**src/rtl/icap_pkg.sv**
```systemverilog
// Shared types and constants for the ICAPE2 partial-reconfiguration loader.
// Build option ICAP_BITSWAP_EN (see icap_word_serializer) bit-reverses every ICAP byte.
package icap_pkg;

   typedef enum logic [2:0] {
      StIdle,
      StLoad,
      StFlush,
      StDone,
      StAbort
   } icap_state_e;

   localparam logic [31:0] ICAP_NOOP = 32'h2000_0000;
   localparam logic [31:0] ICAP_SYNC = 32'hAA99_5566;

   function automatic logic [7:0] bit_rev8(input logic [7:0] b);
      logic [7:0] r;
      for (int i = 0; i < 8; i++) begin
         r[i] = b[7-i];
      end
      return r;
   endfunction

endpackage

```
**src/rtl/icap_word_serializer.sv**
```systemverilog
// Holds one 32-bit word and presents it MSB byte first as BUS_WIDTH-wide slices.
// With ICAP_BITSWAP_EN defined each output byte is bit-reversed; otherwise bytes pass unmodified.
module icap_word_serializer
   import icap_pkg::*;
#(
   parameter int unsigned BUS_WIDTH = 8
) (
   input  logic                 clk_i,
   input  logic                 rst_ni,
   input  logic                 clear_i,
   input  logic                 load_i,
   input  logic [31:0]          word_i,
   input  logic                 consume_i,
   output logic                 full_o,
   output logic                 last_o,
   output logic                 room_o,
   output logic [BUS_WIDTH-1:0] byte_o
);

   localparam int unsigned BPW = 32 / BUS_WIDTH;
   localparam int unsigned IdxW = (BPW > 1) ? $clog2(BPW) : 1;
   localparam logic [IdxW-1:0] IdxLast = IdxW'(BPW - 1);

   logic [31:0]          hold_q, hold_d;
   logic [IdxW-1:0]      idx_q, idx_d;
   logic                 full_q, full_d;
   logic [BUS_WIDTH-1:0] raw;

   always_comb begin
      hold_d = hold_q;
      idx_d  = idx_q;
      full_d = full_q;
      if (clear_i) begin
         full_d = 1'b0;
         idx_d  = '0;
      end else if (load_i) begin
         hold_d = word_i;
         idx_d  = '0;
         full_d = 1'b1;
      end else if (consume_i && full_q) begin
         if (idx_q == IdxLast) begin
            full_d = 1'b0;
            idx_d  = '0;
         end else begin
            idx_d = idx_q + 1'b1;
         end
      end
   end

   // Index 0 selects the most significant slice.
   always_comb begin
      raw = '0;
      for (int i = 0; i < int'(BPW); i++) begin
         if (idx_q == IdxW'(int'(BPW) - 1 - i)) begin
            raw = hold_q[i*BUS_WIDTH +: BUS_WIDTH];
         end
      end
   end

`ifdef ICAP_BITSWAP_EN
   always_comb begin
      byte_o = raw;
      for (int b = 0; b < int'(BUS_WIDTH / 8); b++) begin
         byte_o[b*8 +: 8] = bit_rev8(raw[b*8 +: 8]);
      end
   end
`else
   assign byte_o = raw;
`endif

   assign full_o = full_q;
   assign last_o = (idx_q == IdxLast);
   // Next cycle the holder is free or on its final slice, so a new word may be taken.
   assign room_o = !full_d || (idx_d == IdxLast);

   always_ff @(posedge clk_i) begin
      if (!rst_ni) begin
         hold_q <= '0;
         idx_q  <= '0;
         full_q <= 1'b0;
      end else begin
         hold_q <= hold_d;
         idx_q  <= idx_d;
         full_q <= full_d;
      end
   end

endmodule

```
**src/rtl/icap_pr_loader.sv**
```systemverilog
// Streams a partial bitstream into ICAPE2 write cycles, then appends NOOP flush words.
// Byte bit-reversal is selected at build time with ICAP_BITSWAP_EN.
module icap_pr_loader
   import icap_pkg::*;
#(
   parameter int unsigned BUS_WIDTH   = 8,
   parameter int unsigned LEN_W       = 20,
   parameter int unsigned TIMEOUT     = 1024,
   parameter int unsigned FLUSH_WORDS = 2
) (
   input  logic                 clk,
   input  logic                 rstn,
   input  logic                 start,
   input  logic [LEN_W-1:0]     bs_len,
   input  logic                 abort,
   input  logic [31:0]          s_data,
   input  logic                 s_valid,
   output logic                 s_ready,
   output logic                 icap_csib,
   output logic                 icap_rdwrb,
   output logic [BUS_WIDTH-1:0] icap_i,
   output logic                 busy,
   output logic                 done,
   output logic                 error,
   output logic [LEN_W-1:0]     words_sent
);

   localparam int unsigned WdW = $clog2(TIMEOUT + 1);
   localparam logic [WdW-1:0] WdLast = WdW'(TIMEOUT - 1);
   localparam int unsigned FlushW = (FLUSH_WORDS > 1) ? $clog2(FLUSH_WORDS) : 1;
   localparam logic [FlushW-1:0] FlushLast = FlushW'(FLUSH_WORDS - 1);

   icap_state_e          state_q, state_d;
   logic [LEN_W-1:0]     rem_q, rem_d;
   logic [WdW-1:0]       wd_q, wd_d;
   logic [FlushW-1:0]    flush_q, flush_d;
   logic [LEN_W-1:0]     words_sent_q, words_sent_d;
   logic                 csib_q, csib_d;
   logic                 rdwrb_q, rdwrb_d;
   logic [BUS_WIDTH-1:0] icap_i_q, icap_i_d;
   logic                 busy_q, busy_d;
   logic                 done_q, done_d;
   logic                 error_q, error_d;
   logic                 s_ready_q, s_ready_d;

   logic                 accept, go_abort;
   logic                 ser_clear, ser_load, ser_consume;
   logic [31:0]          ser_word;
   logic                 ser_full, ser_last, ser_room;
   logic [BUS_WIDTH-1:0] ser_byte;

   icap_word_serializer #(
      .BUS_WIDTH (BUS_WIDTH)
   ) u_ser (
      .clk_i     (clk),
      .rst_ni    (rstn),
      .clear_i   (ser_clear),
      .load_i    (ser_load),
      .word_i    (ser_word),
      .consume_i (ser_consume),
      .full_o    (ser_full),
      .last_o    (ser_last),
      .room_o    (ser_room),
      .byte_o    (ser_byte)
   );

   always_comb begin
      state_d      = state_q;
      rem_d        = rem_q;
      wd_d         = '0;
      flush_d      = flush_q;
      words_sent_d = words_sent_q;
      csib_d       = 1'b1;
      rdwrb_d      = 1'b0;
      icap_i_d     = icap_i_q;
      busy_d       = busy_q;
      done_d       = 1'b0;
      error_d      = error_q;
      s_ready_d    = 1'b0;
      ser_clear    = 1'b0;
      ser_load     = 1'b0;
      ser_consume  = 1'b0;
      ser_word     = s_data;
      go_abort     = 1'b0;
      accept       = s_valid && s_ready_q;

      unique case (state_q)
         StIdle: begin
            // abort in the same cycle suppresses start
            if (start && !abort) begin
               error_d      = 1'b0;
               words_sent_d = '0;
               if (bs_len != '0) begin
                  rem_d     = bs_len;
                  busy_d    = 1'b1;
                  s_ready_d = 1'b1;
                  state_d   = StLoad;
               end else begin
                  done_d = 1'b1;
               end
            end
         end
         StLoad: begin
            if (abort || (!ser_full && !s_valid && wd_q == WdLast)) begin
               go_abort = 1'b1;
            end else begin
               if (!ser_full && !s_valid) begin
                  wd_d = wd_q + 1'b1;
               end
               if (ser_full) begin
                  ser_consume = 1'b1;
                  csib_d      = 1'b0;
                  icap_i_d    = ser_byte;
                  if (ser_last) begin
                     words_sent_d = words_sent_q + 1'b1;
                  end
               end
               if (accept) begin
                  ser_load = 1'b1;
                  rem_d    = rem_q - 1'b1;
               end else if (ser_full && ser_last && rem_q == '0) begin
                  if (FLUSH_WORDS == 0) begin
                     state_d = StDone;
                  end else begin
                     ser_load = 1'b1;
                     ser_word = ICAP_NOOP;
                     flush_d  = FlushLast;
                     state_d  = StFlush;
                  end
               end
               s_ready_d = (state_d == StLoad) && (rem_d != '0) && ser_room;
            end
         end
         StFlush: begin
            if (abort) begin
               go_abort = 1'b1;
            end else begin
               ser_consume = 1'b1;
               csib_d      = 1'b0;
               icap_i_d    = ser_byte;
               if (ser_last) begin
                  if (flush_q != '0) begin
                     ser_load = 1'b1;
                     ser_word = ICAP_NOOP;
                     flush_d  = flush_q - 1'b1;
                  end else begin
                     state_d = StDone;
                  end
               end
            end
         end
         StDone, StAbort: begin
            done_d  = 1'b1;
            busy_d  = 1'b0;
            state_d = StIdle;
         end
         default: state_d = StIdle;
      endcase

      if (go_abort) begin
         ser_clear = 1'b1;
         error_d   = 1'b1;
         csib_d    = 1'b1;
         s_ready_d = 1'b0;
         state_d   = StAbort;
      end
   end

   always_ff @(posedge clk) begin
      if (!rstn) begin
         state_q      <= StIdle;
         rem_q        <= '0;
         wd_q         <= '0;
         flush_q      <= '0;
         words_sent_q <= '0;
         csib_q       <= 1'b1;
         rdwrb_q      <= 1'b0;
         icap_i_q     <= '0;
         busy_q       <= 1'b0;
         done_q       <= 1'b0;
         error_q      <= 1'b0;
         s_ready_q    <= 1'b0;
      end else begin
         state_q      <= state_d;
         rem_q        <= rem_d;
         wd_q         <= wd_d;
         flush_q      <= flush_d;
         words_sent_q <= words_sent_d;
         csib_q       <= csib_d;
         rdwrb_q      <= rdwrb_d;
         icap_i_q     <= icap_i_d;
         busy_q       <= busy_d;
         done_q       <= done_d;
         error_q      <= error_d;
         s_ready_q    <= s_ready_d;
      end
   end

   assign s_ready    = s_ready_q;
   assign icap_csib  = csib_q;
   assign icap_rdwrb = rdwrb_q;
   assign icap_i     = icap_i_q;
   assign busy       = busy_q;
   assign done       = done_q;
   assign error      = error_q;
   assign words_sent = words_sent_q;

endmodule

```
**config.mk**
```make
export PLATFORM = sky130hd
export DESIGN_NAME = icap_pr_loader
export DESIGN_NICKNAME = d
export VERILOG_FILES = /design/src/rtl/icap_pkg.sv /design/src/rtl/icap_word_serializer.sv /design/src/rtl/icap_pr_loader.sv
export SDC_FILE = /design/constraint.sdc
export NUM_CORES = 1
export LEC_CHECK = 0
export CORE_MARGIN = 2
export CORE_UTILIZATION = 58
export DETAILED_ROUTE_END_ITERATION = 6
export DONT_BUFFER_PORTS = 1
export PLACE_DENSITY = 0.85
export SLEW_MARGIN = 20
export SYNTH_ARGS = -nofsm -noshare
export SYNTH_HDL_FRONTEND = slang
export SYNTH_SLANG_ARGS = --single-unit
```
**constraint.sdc**
```tcl
create_clock -name clk -period 2.3 [get_ports clk]
set_input_delay 0.69 -clock clk [delete_from_list [all_inputs] [get_ports clk]]
set_output_delay 0.69 -clock clk [all_outputs]
set_load 0.05 [all_outputs]
```
== Yosys cells after proc, flatten, opt, wreduce, memory -nomap -nowiden ==
Cells that the tools add are included.

* Register bits after elaboration: 103

* Equality and inequality tests: 26
* Mux-type cells: 85
* Add/subtract/negate cells: 5
* Bitwise logic cells: 4
* Reductions and logical operators: 37

{| class="wikitable"
|+ Operator list
! operator !! count
|-
| 20-bit 2-to-1 mux || 10
|-
| 32-bit 2-to-1 mux || 6
|-
| 20-bit case mux with 2 select lines || 2
|-
| 32-bit case mux with 2 select lines || 1
|-
| 8-bit 2-to-1 mux || 7
|-
| 20-bit nonzero test || 2
|-
| 1-bit 2-to-1 mux || 34
|-
| 3-bit 2-to-1 mux || 11
|-
| 20-bit by 1-bit adder with 20-bit output (second input constant) || 1
|-
| 20-bit zero test || 1
|-
| 20-bit by 1-bit subtractor with 20-bit output (second input constant) || 1
|-
| 2-bit != test (second input constant) || 9
|-
| 3-bit != test (second input constant) || 6
|-
| 6-bit AND reduction || 3
|-
| 1-bit case mux with 2 select lines || 8
|-
| 8-bit case mux with 2 select lines || 1
|-
| 11-bit by 1-bit adder with 11-bit output (second input constant) || 1
|-
| 11-bit by 10-bit == test with 1-bit output (second input constant) || 1
|-
| 2-bit nonzero test || 5
|-
| 1-bit logical AND || 9
|-
| 3-bit case mux with 3 select lines || 1
|-
| 2-bit 2-to-1 mux || 4
|-
| 4-bit AND reduction || 2
|-
| 2-bit == test (second input constant) || 3
|-
| 17 further kinds || 28
|}

== Logic depth before layout (Yosys ltp) ==
* Word-level depth: 15
* Depth in mapped cells: 9
* Mapped depth without buffers: 7

== Cells and area by module ==
A second synthesis with hierarchy kept.

* Cell total of the unflattened synthesis: 718
* Area total of the unflattened synthesis: 5,803.1 um2

{| class="wikitable"
|+ Modules (own cells, without submodules)
! module !! sequential area each (um2) !! cells each !! instances !! area each (um2)
|-
| icap_pr_loader || 1,361.3 || 514 || 1 || 4,000.1
|-
| icap_word_serializer || 700.7 || 204 || 1 || 1,803.0
|}

== Worst setup path after synthesis ==
No wires, ideal clock.

* Path kind: in2reg
* Start point: input abort
* End point: register words_sent_q[19], in the netlist words_sent[19]
* Arrival time: 2.257 ns
* Setup time: 0.070 ns
* Stages on the path: 6
* Setup slack: -0.028 ns
* Path through: clkbuf_1 -> or3_1 -> a2111oi_4 -> nand2_1 -> or3_1 -> a21oi_1

* Word-level cells in the longest chain between the ends: 4
* Elaborated cells between the ends (all ways): 6

{| class="wikitable"
|+ Ends and longest elaborated chain
! what !! line !! source
|-
| start, declared || icap_pr_loader.sv:15 || <nowiki>input logic abort,</nowiki>
|-
| 1-bit zero test || icap_pr_loader.sv:90 || <nowiki>if (start && !abort) begin</nowiki>
|-
| 1-bit logical AND || icap_pr_loader.sv:90 ||
|-
| 2-bit != test (no source line) || - ||
|-
| 5-bit AND reduction (no source line) (*) || - ||
|-
| end signal, assigned || icap_pr_loader.sv:188 || <nowiki>words_sent_q <= words_sent_d;</nowiki>
|-
| end, declared || icap_pr_loader.sv:37 || <nowiki>logic [LEN_W-1:0] words_sent_q, words_sent_d;</nowiki>
|}

Every way passes the cells marked *; elsewhere a longest branch is shown, timed or not.
A chain may end at the register's enable or synchronous reset.

== Worst setup path after layout ==
* Start point: register rem_q[8]
* End point: register s_ready_q, in the netlist s_ready

* Word-level cells in the longest chain between the ends: 13
* Elaborated cells between the ends (all ways): 27

{| class="wikitable"
|+ Ends and longest elaborated chain
! what !! line !! source
|-
| start, declared || icap_pr_loader.sv:34 || <nowiki>logic [LEN_W-1:0] rem_q, rem_d;</nowiki>
|-
| start signal, assigned || icap_pr_loader.sv:185 || <nowiki>rem_q <= rem_d;</nowiki>
|-
| parallel branches: the longest is 10 deep, another holds 20-bit by 1-bit subtractor with 20-bit output || - ||
|-
| 1-bit logical AND (*) || icap_pr_loader.sv:131 || <nowiki>s_ready_d = (state_d == StLoad) && (rem_d != '0) && ser_room;</nowiki>
|-
| 1-bit 2-to-1 mux (*) || icap_pr_loader.sv:104 || <nowiki>if (abort || (!ser_full && !s_valid && wd_q == WdLast)) begin</nowiki>
|-
| 1-bit case mux with 2 select lines (*) || icap_pr_loader.sv:87 || <nowiki>unique case (state_q)</nowiki>
|-
| end signal, assigned || icap_pr_loader.sv:195 || <nowiki>s_ready_q <= s_ready_d;</nowiki>
|-
| end, declared || icap_pr_loader.sv:44 || <nowiki>logic s_ready_q, s_ready_d;</nowiki>
|}

Mark *: on every way between the ends. The select of a mux whose other input is x is not followed.

==> summary.txt <==
Crit-path slowest cell -> or4_4
Area occupied by multi-input gates -> 0.00310 mm^2
Met2 Routed Length -> 6760 um
Final instance area -> 0.00589 mm^2
CP required -> 2.58 ns
Vias in the first global route -> 4959
CP bufs+invs -> 0
Startpoint class of the critical path -> register
Clock latency on the worst-skew pair -> 0.37 ns
Synth Area in Simple Gates -> 26.1%
Global-route wire length before repair -> 23300 um
Final GP Congestion -> 0.976
Adder-cell share of the synthesized area -> 1.84%
Synth cell types -> 67
Fin crit share -> 97.0%
Drt pass-1 iters -> 7
Shortest period the worst path allows -> 2.23 ns
DRC -> 1
RSZ-0062 raised after global routing -> false
Final setup vio count -> 0
Sink Count -> 103
WS Path Type -> reg2reg
DIE WIDTH -> 101 um
DRT iter0 DRCs -> 525
Cell family with the largest share of critical-path delay -> simple AND/OR/NAND/NOR gates
Post-CTS resize count -> 1
Number of synthesized flops with an enable pin -> 0
Net Count, Synth -> 762
Final hold vios -> 0
Worst rel slew slack -> 61.7%
Setup crit end kind -> register
TritonCTS clock tree -> built
Placed instance area -> 0.00570 mm^2
Worst Skew -> 0.0208 ns
Critical-path cell list -> or4_4, nor4_4, nor3b_4, xnor2_1, a311oi_1
FMAX -> 0.448 GHz
Nets -> 766
DP HPWL -> 10100 um
Die Ht -> 101 um
Async SR Flop Fraction -> 0%
Sequential fraction of the synthesis area -> 37.8%
Post-synth top area cell -> dfxtp_1
Max-capacitance violation count -> 0
Final wirelength -> 14300 um
Initial antenna violation count -> 0
CP arrival -> 2.51 ns
Count of yosys warnings during synthesis -> 0
Detailed-route via count -> 5331
Metal3 WL -> 1320 um
Hold Path Class -> in2reg
Share of power burned in registers -> 54.3%
Largest family of logic cells by synthesized area -> simple AND/OR/NAND/NOR gates
Crit Path Max Fanout -> 9
WL/cell -> 17.6 um
Hold WS -> 0.431 ns
Max stage delay on crit path -> 0.61 ns
Clk network pwr share -> 31.0%
Post-synthesis compound-gate area fraction -> 24.0%
Num ports -> 91
Peak VDD IR -> 0.295 mV
FF/Latch Area -> 0.00206 mm^2
Root buffer cell -> clkbuf_8
Worst Tran Pin Value -> 0.569 ns
CTS max path bufs -> 2
P_sw -> 1030 uW
PD cells -> 585 mW/mm^2
Post-synthesis mux area share -> 0.758%
Internal power -> 2420 uW
Core footprint -> 0.00920 mm^2
Gr usage total -> 28.1%
Syn Inst Count -> 697
Finished Core Util -> 64.1%
Layout cells sized above 1 -> 11.1%
ANT cells -> 0
Wl on met1 -> 5950 um
Combinational fraction of design power -> 14.7%
Die Area -> 0.0102 mm^2
Grt total ovfl -> 0
Ys flop type -> dfxtp_1
Failing checks -> design-rule violations
Count of state elements after synthesis -> 103
Max Slew Vio Count -> 0
Status -> complete, but fails checks
Num CTS Buffers -> 9
Sw frac -> 29.9%
Top cells by area, synth -> dfxtp_1 38%, a21oi_1 8.0%, nand2_1 7.0%
Post-Synth XOR/XNOR Area -> 3.86%
Antenna Nets Post-Route -> 0
CTS clk-pin slew, worst paths -> 0.11 ns
Port buffer count -> 0
Area Overhead vs Synth -> 8.10%
LEAKAGE -> 0.00212 uW
Rows -> 35
Setup Fix Bufs, Post-CTS -> 0
Post-Syn Area -> 0.00545 mm^2
Initial Util -> 59.3%
Fillers -> 777
Largest net degree at the start of global routing -> 46
Top Metal Used -> met4
Syn_area_per_cell -> 7.82 um^2
Vias per cell -> 6.53
Synth top area share -> 37.8%
# hold bufs at CTS -> 0
CTS HTree Levels -> 3
per-stage QoR:
step                      setup WS [ns]  power (uW)  TNS, ns  instances
after floorplan                  0.0820        2290        0        697
after global placement           0.0396        2380        0        801
after detailed placement        -0.0135        2390  -0.0135        801
after CTS                        0.0794        3440        0        816
after global routing             0.0173        3590        0        816
final                            0.0697        3450        0        816
worst reg2reg max path, delay by kind of cell (launching register included):
kind             cells  cell delay (ns)
AO/OA/AOI/OAI        1             0.28
XOR/XNOR             1             0.13
flip-flops           1             0.41
AND/OR/NAND/NOR      3             1.31
synth_stat cells, types with 2 or more instances:
cell type	n
nand3b_1	10
buf_1	2
nand2b_1	4
o22ai_1	8
nor4_1	17
nor2b_1	2
clkbuf_1	37
buf_6	4
nor3_1	12
and3_1	8
a22oi_1	7
nor4b_1	2
and2_1	6
o31a_1	3
nand2_1	101
mux2i_1	3
a311oi_1	4
and4_1	3
nand3_1	21
dfxtp_1	103
o32ai_1	12
a21oi_1	87
or4_1	3
a21boi_0	2
o211a_1	8
ha_1	8
or4_4	2
nor2_1	50
o21ai_0	49
o211ai_1	9
o31ai_1	6
or3_1	11
buf_2	7
xnor2_1	10
a31oi_1	3
nand4_1	16
inv_1	12
o21a_1	3
xor2_1	14
layout make-up:
cell class	count	area share, %
multi-input cells	528	52.7
flip-flops and latches	103	35.0
repair buffers	47	6.20
well taps	111	2.36
clock buffers	9	2.10
clock inverters	6	0.892
inverters	12	0.764
cells in the final DEF (no fill, tap or decap), drive strengths merged, types with 3 or more instances in the layout:
cell	count
dfxtp	103
nand2	102
a21oi	87
nor2	51
o21ai	49
buf	47
nand3	22
nor4	18
nand4	16
inv	15
xor2	14
nor3	12
o32ai	12
or3	11
xnor2	10
nand3b	10
o211ai	9
clkbuf	9
and3	8
o22ai	8
o211a	8
ha	8
a22oi	7
and2	6
o31ai	6
or4	5
nand2b	4
a311oi	4
o31a	4
a31oi	3
o21a	3
mux2i	3
and4	3
power groups by stage:
stage,Sequential [uW],Combinational [uW],Clock [uW]
finish,1870,505,1070
CTS,1870,487,1080
global placement,1910,471,0
floorplan,1900,385,0
detailed placement,1910,483,0
global route,1880,545,1170
registers in the layout, summed over array words and instances, names as in the netlist:
name and flops:
busy 1, done 1, error 1, flush_q 1, icap_csib 1, icap_i 8
rem_q 20, s_ready 1, state_q 3, u_ser.full_o 1, u_ser.hold_q 32, u_ser.idx_q 2
wd_q 11, words_sent 20
kinds of logic (layout without fill, tap and decap cells):
group	after synthesis	in the layout
and+or+nand+nor	280	280
AOI/OAI and AO/OA	211	211
DFF	103	103
buffers and inverters	66	74
xor gates and xnor gates	24	24
adders and majority gates	8	8
muxes	4	4
other	1	1
final timing paths:
path         startpoint   endpoint  slack, ns  depth (start not counted)
max            rem_q[8]    s_ready       0.07                          5
min               abort  icap_csib       0.43                          1
max reg2reg    rem_q[8]    s_ready       0.07                          5
min reg2reg     wd_q[0]    wd_q[0]       0.47                          1
metal layers:
| layer | global-route usage [%] | up-vias |
|---|---|---|
| li1 | - | 2533 |
| met5 | 0 | - |
| met4 | 11.2 | 0 |
| met1 | 37.0 | 2495 |
| met2 | 45.2 | 270 |
| met3 | 5.69 | 33 |
(Power assumes the default switching activity.)
